===== config.mk =====
export PLATFORM = sky130hd
export DESIGN_NAME = alu2_slice_scheduler
export DESIGN_NICKNAME = d
export VERILOG_FILES = /design/src/rtl/alu2_slice_scheduler.sv
export SDC_FILE = /design/constraint.sdc
export NUM_CORES = 1
export LEC_CHECK = 0
export ABC_AREA = 0
export BUFFER_PORTS_ARGS = -buffer_cell sky130_fd_sc_hd__buf_2
export CORE_UTILIZATION = 30
export DETAILED_ROUTE_END_ITERATION = 7
export GPL_TIMING_DRIVEN = 0
export PLACE_DENSITY_LB_ADDON = 0.15
export RECOVER_POWER = 100
export SYNTH_ARGS = -nofsm -noshare
export SYNTH_HDL_FRONTEND = slang
export SYNTH_SLANG_ARGS = --single-unit
export TNS_END_PERCENT = 10

===== constraint.sdc =====
create_clock -name clk -period 2.2 [get_ports clk]
set_input_delay 0.11 -clock clk [delete_from_list [all_inputs] [get_ports clk]]
set_output_delay 0.11 -clock clk [all_outputs]
set_load 0.02 [all_outputs]

===== src/rtl/alu2_slice_scheduler.sv =====
// Time-shares one external 2-bit ALU slice between two requesters.
// Each op runs LSB-first, two bits per cycle, with the carry chained between slices.
module alu2_slice_scheduler #(
   parameter int WIDTH = 8
) (
   input  logic             clk,
   input  logic             rst_n,
   input  logic             req0_valid,
   output logic             req0_ready,
   input  logic [WIDTH-1:0] req0_a,
   input  logic [WIDTH-1:0] req0_b,
   input  logic [3:0]       req0_op,
   input  logic             req0_mode,
   input  logic             req0_cin,
   input  logic             req1_valid,
   output logic             req1_ready,
   input  logic [WIDTH-1:0] req1_a,
   input  logic [WIDTH-1:0] req1_b,
   input  logic [3:0]       req1_op,
   input  logic             req1_mode,
   input  logic             req1_cin,
   output logic             rsp_valid,
   input  logic             rsp_ready,
   output logic [WIDTH-1:0] rsp_data,
   output logic             rsp_cout,
   output logic             rsp_id,
   output logic             busy,
   output logic [1:0]       alu_a,
   output logic [1:0]       alu_b,
   output logic [3:0]       alu_op,
   output logic             alu_mode,
   output logic             alu_cin,
   input  logic [1:0]       alu_res,
   input  logic             alu_cout,
   output logic [1:0]       state_dbg
);

   localparam int NS = WIDTH / 2;
   localparam int KW = (NS > 1) ? $clog2(NS) : 1;
   localparam logic [KW-1:0] KMAX = KW'(NS - 1);

   typedef enum logic [1:0] {
      IDLE = 2'd0,
      RUN  = 2'd1,
      DONE = 2'd2
   } state_t;

   state_t           state;
   logic             last_grant;
   logic [WIDTH-1:0] a_q;
   logic [WIDTH-1:0] b_q;
   logic [WIDTH-1:0] r_q;
   logic [3:0]       op_q;
   logic             mode_q;
   logic             id_q;
   logic             carry_q;
   logic [KW-1:0]    k;

   logic             grant_any;
   logic             grant_id;
   logic [WIDTH-1:0] sel_a;
   logic [WIDTH-1:0] sel_b;
   logic [3:0]       sel_op;
   logic             sel_mode;
   logic             sel_cin;

   // Round robin only matters on a tie; a lone requester always wins.
   always_comb begin
      grant_any = req0_valid | req1_valid;
      grant_id  = (req0_valid && req1_valid) ? ~last_grant : req1_valid;
      sel_a     = grant_id ? req1_a    : req0_a;
      sel_b     = grant_id ? req1_b    : req0_b;
      sel_op    = grant_id ? req1_op   : req0_op;
      sel_mode  = grant_id ? req1_mode : req0_mode;
      sel_cin   = grant_id ? req1_cin  : req0_cin;
   end

   // Readies are masked during reset so nothing looks accepted while the FSM is held.
   assign req0_ready = rst_n && (state == IDLE) && grant_any && !grant_id;
   assign req1_ready = rst_n && (state == IDLE) && grant_any &&  grant_id;

   always_comb begin
      alu_a    = '0;
      alu_b    = '0;
      alu_op   = '0;
      alu_mode = 1'b0;
      alu_cin  = 1'b0;
      if (state == RUN) begin
         alu_a    = a_q[{k, 1'b0} +: 2];
         alu_b    = b_q[{k, 1'b0} +: 2];
         alu_op   = op_q;
         alu_mode = mode_q;
         alu_cin  = carry_q;
      end
   end

   assign rsp_valid = (state == DONE);
   assign rsp_data  = (state == DONE) ? r_q : '0;
   assign rsp_cout  = (state == DONE) ? carry_q : 1'b0;
   assign rsp_id    = (state == DONE) ? id_q : 1'b0;
   assign busy      = (state != IDLE);
   assign state_dbg = state;

   always_ff @(posedge clk or negedge rst_n) begin
      if (!rst_n) begin
         state      <= IDLE;
         last_grant <= 1'b1;
         a_q        <= '0;
         b_q        <= '0;
         r_q        <= '0;
         op_q       <= '0;
         mode_q     <= 1'b0;
         id_q       <= 1'b0;
         carry_q    <= 1'b0;
         k          <= '0;
      end else begin
         case (state)
            IDLE: begin
               if (grant_any) begin
                  a_q        <= sel_a;
                  b_q        <= sel_b;
                  op_q       <= sel_op;
                  mode_q     <= sel_mode;
                  id_q       <= grant_id;
                  carry_q    <= sel_cin;
                  r_q        <= '0;
                  k          <= '0;
                  last_grant <= grant_id;
                  state      <= RUN;
               end
            end
            RUN: begin
               r_q[{k, 1'b0} +: 2] <= alu_res;
               carry_q             <= alu_cout;
               // k parks on the last slice instead of wrapping.
               if (k == KMAX) state <= DONE;
               else           k     <= k + 1'b1;
            end
            DONE: begin
               if (rsp_ready) state <= IDLE;
            end
            default: state <= IDLE;
         endcase
      end
   end

endmodule


==> impl_metrics.tcl <==
set metrics [dict create \
    run_status "completed" \
    gr-total-overflow 0 \
    syn-mean-instance-area_um2 10.8 \
    clock_latency_ns 0.29 \
    placedCellCount 350 \
    share_of_layout_cells_above_drive_strength_1_pct 30.5 \
    synth.yosys.seq_area_share_pct 43.2 \
    synth-simple-area-share_pct 12.6 \
    buffer_ports.inserted 77 \
    startpoint_to_endpoint_class_of_the_critical_path "in2out" \
    critical_path_arrival_ns 1.83 \
    flow.area_growth_from_synthesis_pct 27.4 \
    fin_crit_sh_pct 88.1 \
    synth_compound_area_share_pct 18.1 \
    synth_async_sr_flop_share_pct 100 \
    place_congestion 0.775 \
    synth-seq-cells 36 \
    core-area_um2 6760 \
    grt_first_pass_wirelength_um 8340 \
    stdcell_area_um2 2660 \
    cp_num_cells 4 \
    cp.buffers_inverters 3 \
    cts.path.max_buffers 2 \
    synth.top_cells.by_area "sky130_fd_sc_hd__dfrtp_1 (42%), sky130_fd_sc_hd__mux2i_1 (11%), sky130_fd_sc_hd__and2_1 (6.0%)" \
    tightestPinTransition_ns 0.871 \
    finalNetCount 336 \
    grt_antenna_before_repair 0 \
    routed_wl_um 5150 \
    timing_max_transition_violations_final 0 \
    synth_warnings 0 \
    slowest_delay_ns 0.68 \
    report.final.hold_viol_count 0 \
    synth_mux_area_share_pct 15.5 \
    finalCriticalPeriod_ns 1.94 \
    synth_cell_area_um2 2090 \
    synth_top_area_share_pct 41.9 \
    gr-usage-all-layers_pct 14.8 \
    critical_path_launch_point_type "input pin" \
    grt_use_met1_pct 19.8 \
    timing.max_cap.violations 0 \
    vdd_drop_max_v 0.000413 \
    synth_top_area_cell "sky130_fd_sc_hd__dfrtp_1" \
    drt_drc_violations_left 0 \
    gr_layer_usage_met3_pct 3.40 \
    i_o_pin_count 78 \
    cts_post_setup_buffers_inserted 0 \
    final.setup_skew_ns 0.00547 \
    fp-row-count 30 \
    timing.hold.worst_path_depth 3 \
    detailedRoute.firstPassIterationCount 4 \
    path_cells "dlygate4sd3_1 > buf_2 > and3_1 > clkbuf_1" \
    global_route.peak_usage_layer "met2" \
    ff2ff_path_depth 5 \
    root_driver "sky130_fd_sc_hd__clkbuf_8" \
    syn-num-nets 251 \
    synth_top_flop_cell "sky130_fd_sc_hd__dfrtp_1" \
    fmax_ghz 0.516 \
    first_iter_violations 50 \
    crit_required_ns 2.09 \
    tritoncts "built" \
    cts_sinks 36 \
    nFillCells 710 \
    cts_resized 0 \
    critPathSlowestCell "sky130_fd_sc_hd__buf_2" \
    first_global_vias 1710 \
    start_util_pct 30.9 \
    die_width_um 85.5 \
    cts_max_level 2 \
    hold_path.class "in2reg" \
    finalSetupViolations 0 \
    clock_transition_at_the_registers_of_the_reported_paths_ns 0.07 \
    drt-vias-per-instance 4.82 \
    final.setup.tns_ns 0 \
    dr_total_vias 1731 \
    path_delay_family "buffers and inverters" \
    synth_xor_area_share_pct 0 \
    setup.worst_path.end_class "output pin" \
    final_antenna_net_count 0 \
    postSynthCellCount 193 \
    die_area_um2 7300 \
    die_h_um 85.5 \
    detail_route.wl_per_cell_um 14.3 \
    grt_max_degree 39 \
    max-slew-margin-rel_pct 41.9 \
    maximum_fanout_count_along_the_critical_path 38 \
    grt_setup_unrepaired "no" \
    synth_top_family_by_area "compound AO/OA/AOI/OAI gates" \
    antenna_cells 0 \
    finalNonFillerCells 359 \
    synth-edff-count 0 \
    numCtsBuffers 5 \
    leakage_uw 0.00125 \
    dp_hpwl_um 3720 \
    netlist-cell-type-count 44 \
    yosys.area_share.adder_pct 3.59 \
    area_of_placed_instances_um2 2570 \
    global_route.usage.met2_pct 23.9 \
    p_per_area_nw_per_um2 1290 \
]
placed cells by master (no fill, tap or decap), types with 2 or more instances in the layout:
master | netlist | final
sky130_fd_sc_hd__inv_1 | 8 | 9
sky130_fd_sc_hd__a32o_1 | 2 | 2
sky130_fd_sc_hd__mux4_2 | 3 | 3
sky130_fd_sc_hd__nor3_1 | 2 | 2
sky130_fd_sc_hd__buf_2 | 4 | 58
sky130_fd_sc_hd__and2_0 | 0 | 4
sky130_fd_sc_hd__o32ai_1 | 2 | 2
sky130_fd_sc_hd__mux2i_1 | 23 | 23
sky130_fd_sc_hd__a22o_1 | 6 | 6
sky130_fd_sc_hd__clkbuf_1 | 2 | 24
sky130_fd_sc_hd__nor4_1 | 2 | 2
sky130_fd_sc_hd__o21ai_1 | 19 | 2
sky130_fd_sc_hd__dfrtp_1 | 35 | 35
sky130_fd_sc_hd__ha_1 | 6 | 6
sky130_fd_sc_hd__buf_6 | 3 | 3
sky130_fd_sc_hd__and3_1 | 2 | 2
sky130_fd_sc_hd__clkbuf_2 | 1 | 2
sky130_fd_sc_hd__clkbuf_8 | 0 | 5
sky130_fd_sc_hd__nor2_1 | 2 | 2
sky130_fd_sc_hd__o21ai_0 | 24 | 42
sky130_fd_sc_hd__buf_12 | 2 | 2
sky130_fd_sc_hd__nor2b_1 | 1 | 2
sky130_fd_sc_hd__a22oi_1 | 2 | 2
sky130_fd_sc_hd__and2_1 | 20 | 16
Yosys cell counts (2+ instances only):
cell type / n
sky130_fd_sc_hd__buf_12: 2
sky130_fd_sc_hd__o32ai_1: 2
sky130_fd_sc_hd__nor3_1: 2
sky130_fd_sc_hd__o21ai_0: 24
sky130_fd_sc_hd__buf_6: 3
sky130_fd_sc_hd__dfrtp_1: 35
sky130_fd_sc_hd__mux2i_1: 23
sky130_fd_sc_hd__clkbuf_1: 2
sky130_fd_sc_hd__and2_1: 20
sky130_fd_sc_hd__nor4_1: 2
sky130_fd_sc_hd__nor2_1: 2
sky130_fd_sc_hd__ha_1: 6
sky130_fd_sc_hd__inv_1: 8
sky130_fd_sc_hd__buf_2: 4
sky130_fd_sc_hd__a22oi_1: 2
sky130_fd_sc_hd__o21ai_1: 19
sky130_fd_sc_hd__a22o_1: 6
sky130_fd_sc_hd__a32o_1: 2
sky130_fd_sc_hd__and3_1: 2
sky130_fd_sc_hd__mux4_2: 3
power breakdown:
part	switching, µW	internal [µW]
sequential	192	959
clock	255	335
combinational	986	711
total	1430	2010
routing by layer:
metal | share of wire, % | up-vias
li1 | - | 868
met1 | 49 | 799
met2 | 45 | 55
met3 | 4.9 | 9
met4 | 1.1 | 0
met5 | 0 | -
state kept, by name (all words and copies together) (netlist names):
register    cells
id_q            1
r_q             8
a_q             8
mode_q          1
state_dbg       2
b_q             8
op_q            4
k               2
last_grant      1
carry_q         1
repair_timing:
item	in CTS	in global routing
setup endpoints to repair	0	0
hold endpoints to repair	35	0
hold buffers	1	0
stage by stage:
step / power (µW) / util [%] / setup slack (ns) / hold slack [ns]
after floorplan: 2430 / - / 0.539 / -0.186
after global placement: 2960 / 38.1 / 0.489 / 0.272
after detailed placement: 2970 / 38.1 / 0.505 / 0.272
after CTS: 3570 / 39.9 / 0.226 / 0.0469
after global routing: 3710 / 39.4 / 0.0760 / 0.0744
final: 3440 / 39.4 / 0.262 / 0.0558
final cells by class:
cell class | instances | area (µm²) | share of cell area (%)
plain buffers | 13 | 110 | 4.14
clock inverters | 3 | 42.5 | 1.60
inverters | 9 | 33.8 | 1.27
clock buffers | 5 | 68.8 | 2.58
flip-flops and latches | 36 | 902 | 33.9
multi-input cells | 135 | 1030 | 38.8
well taps | 80 | 100 | 3.76
repair buffers | 78 | 372 | 14.0
worst reg2reg max path, delay by kind of cell (launching register included):
kind                       cells  cell delay [ns]
AOI/OAI and AO/OA              1             0.20
and+or+nand+nor                1             0.33
adders and majority gates      1             0.41
DFF                            1             0.42
buffers and inverters          2             0.31
kinds of logic (layout without fill, tap and decap cells):
| logic type | Yosys count | in the layout |
|---|---|---|
| flops | 36 | 36 |
| buf+inv | 22 | 108 |
| fa+ha+maj | 6 | 6 |
| simple gates | 40 | 40 |
| compound gates | 62 | 62 |
| mux | 27 | 27 |
path summary, 6_finish.rpt:
| path | start | end | slack (ns) |
|---|---|---|---|
| max reg2reg | k[0] | r_q[7] | 0.48 |
| max in group asynchronous | rst_n | op_q[1] | 1.19 |
| min in group asynchronous | rst_n | op_q[3] | 0.47 |
| min | alu_cout | carry_q | 0.06 |
| min reg2reg | r_q[6] | r_q[6] | 0.49 |
| max | rst_n | req1_ready | 0.26 |
Power figures use the tool's default switching activity.
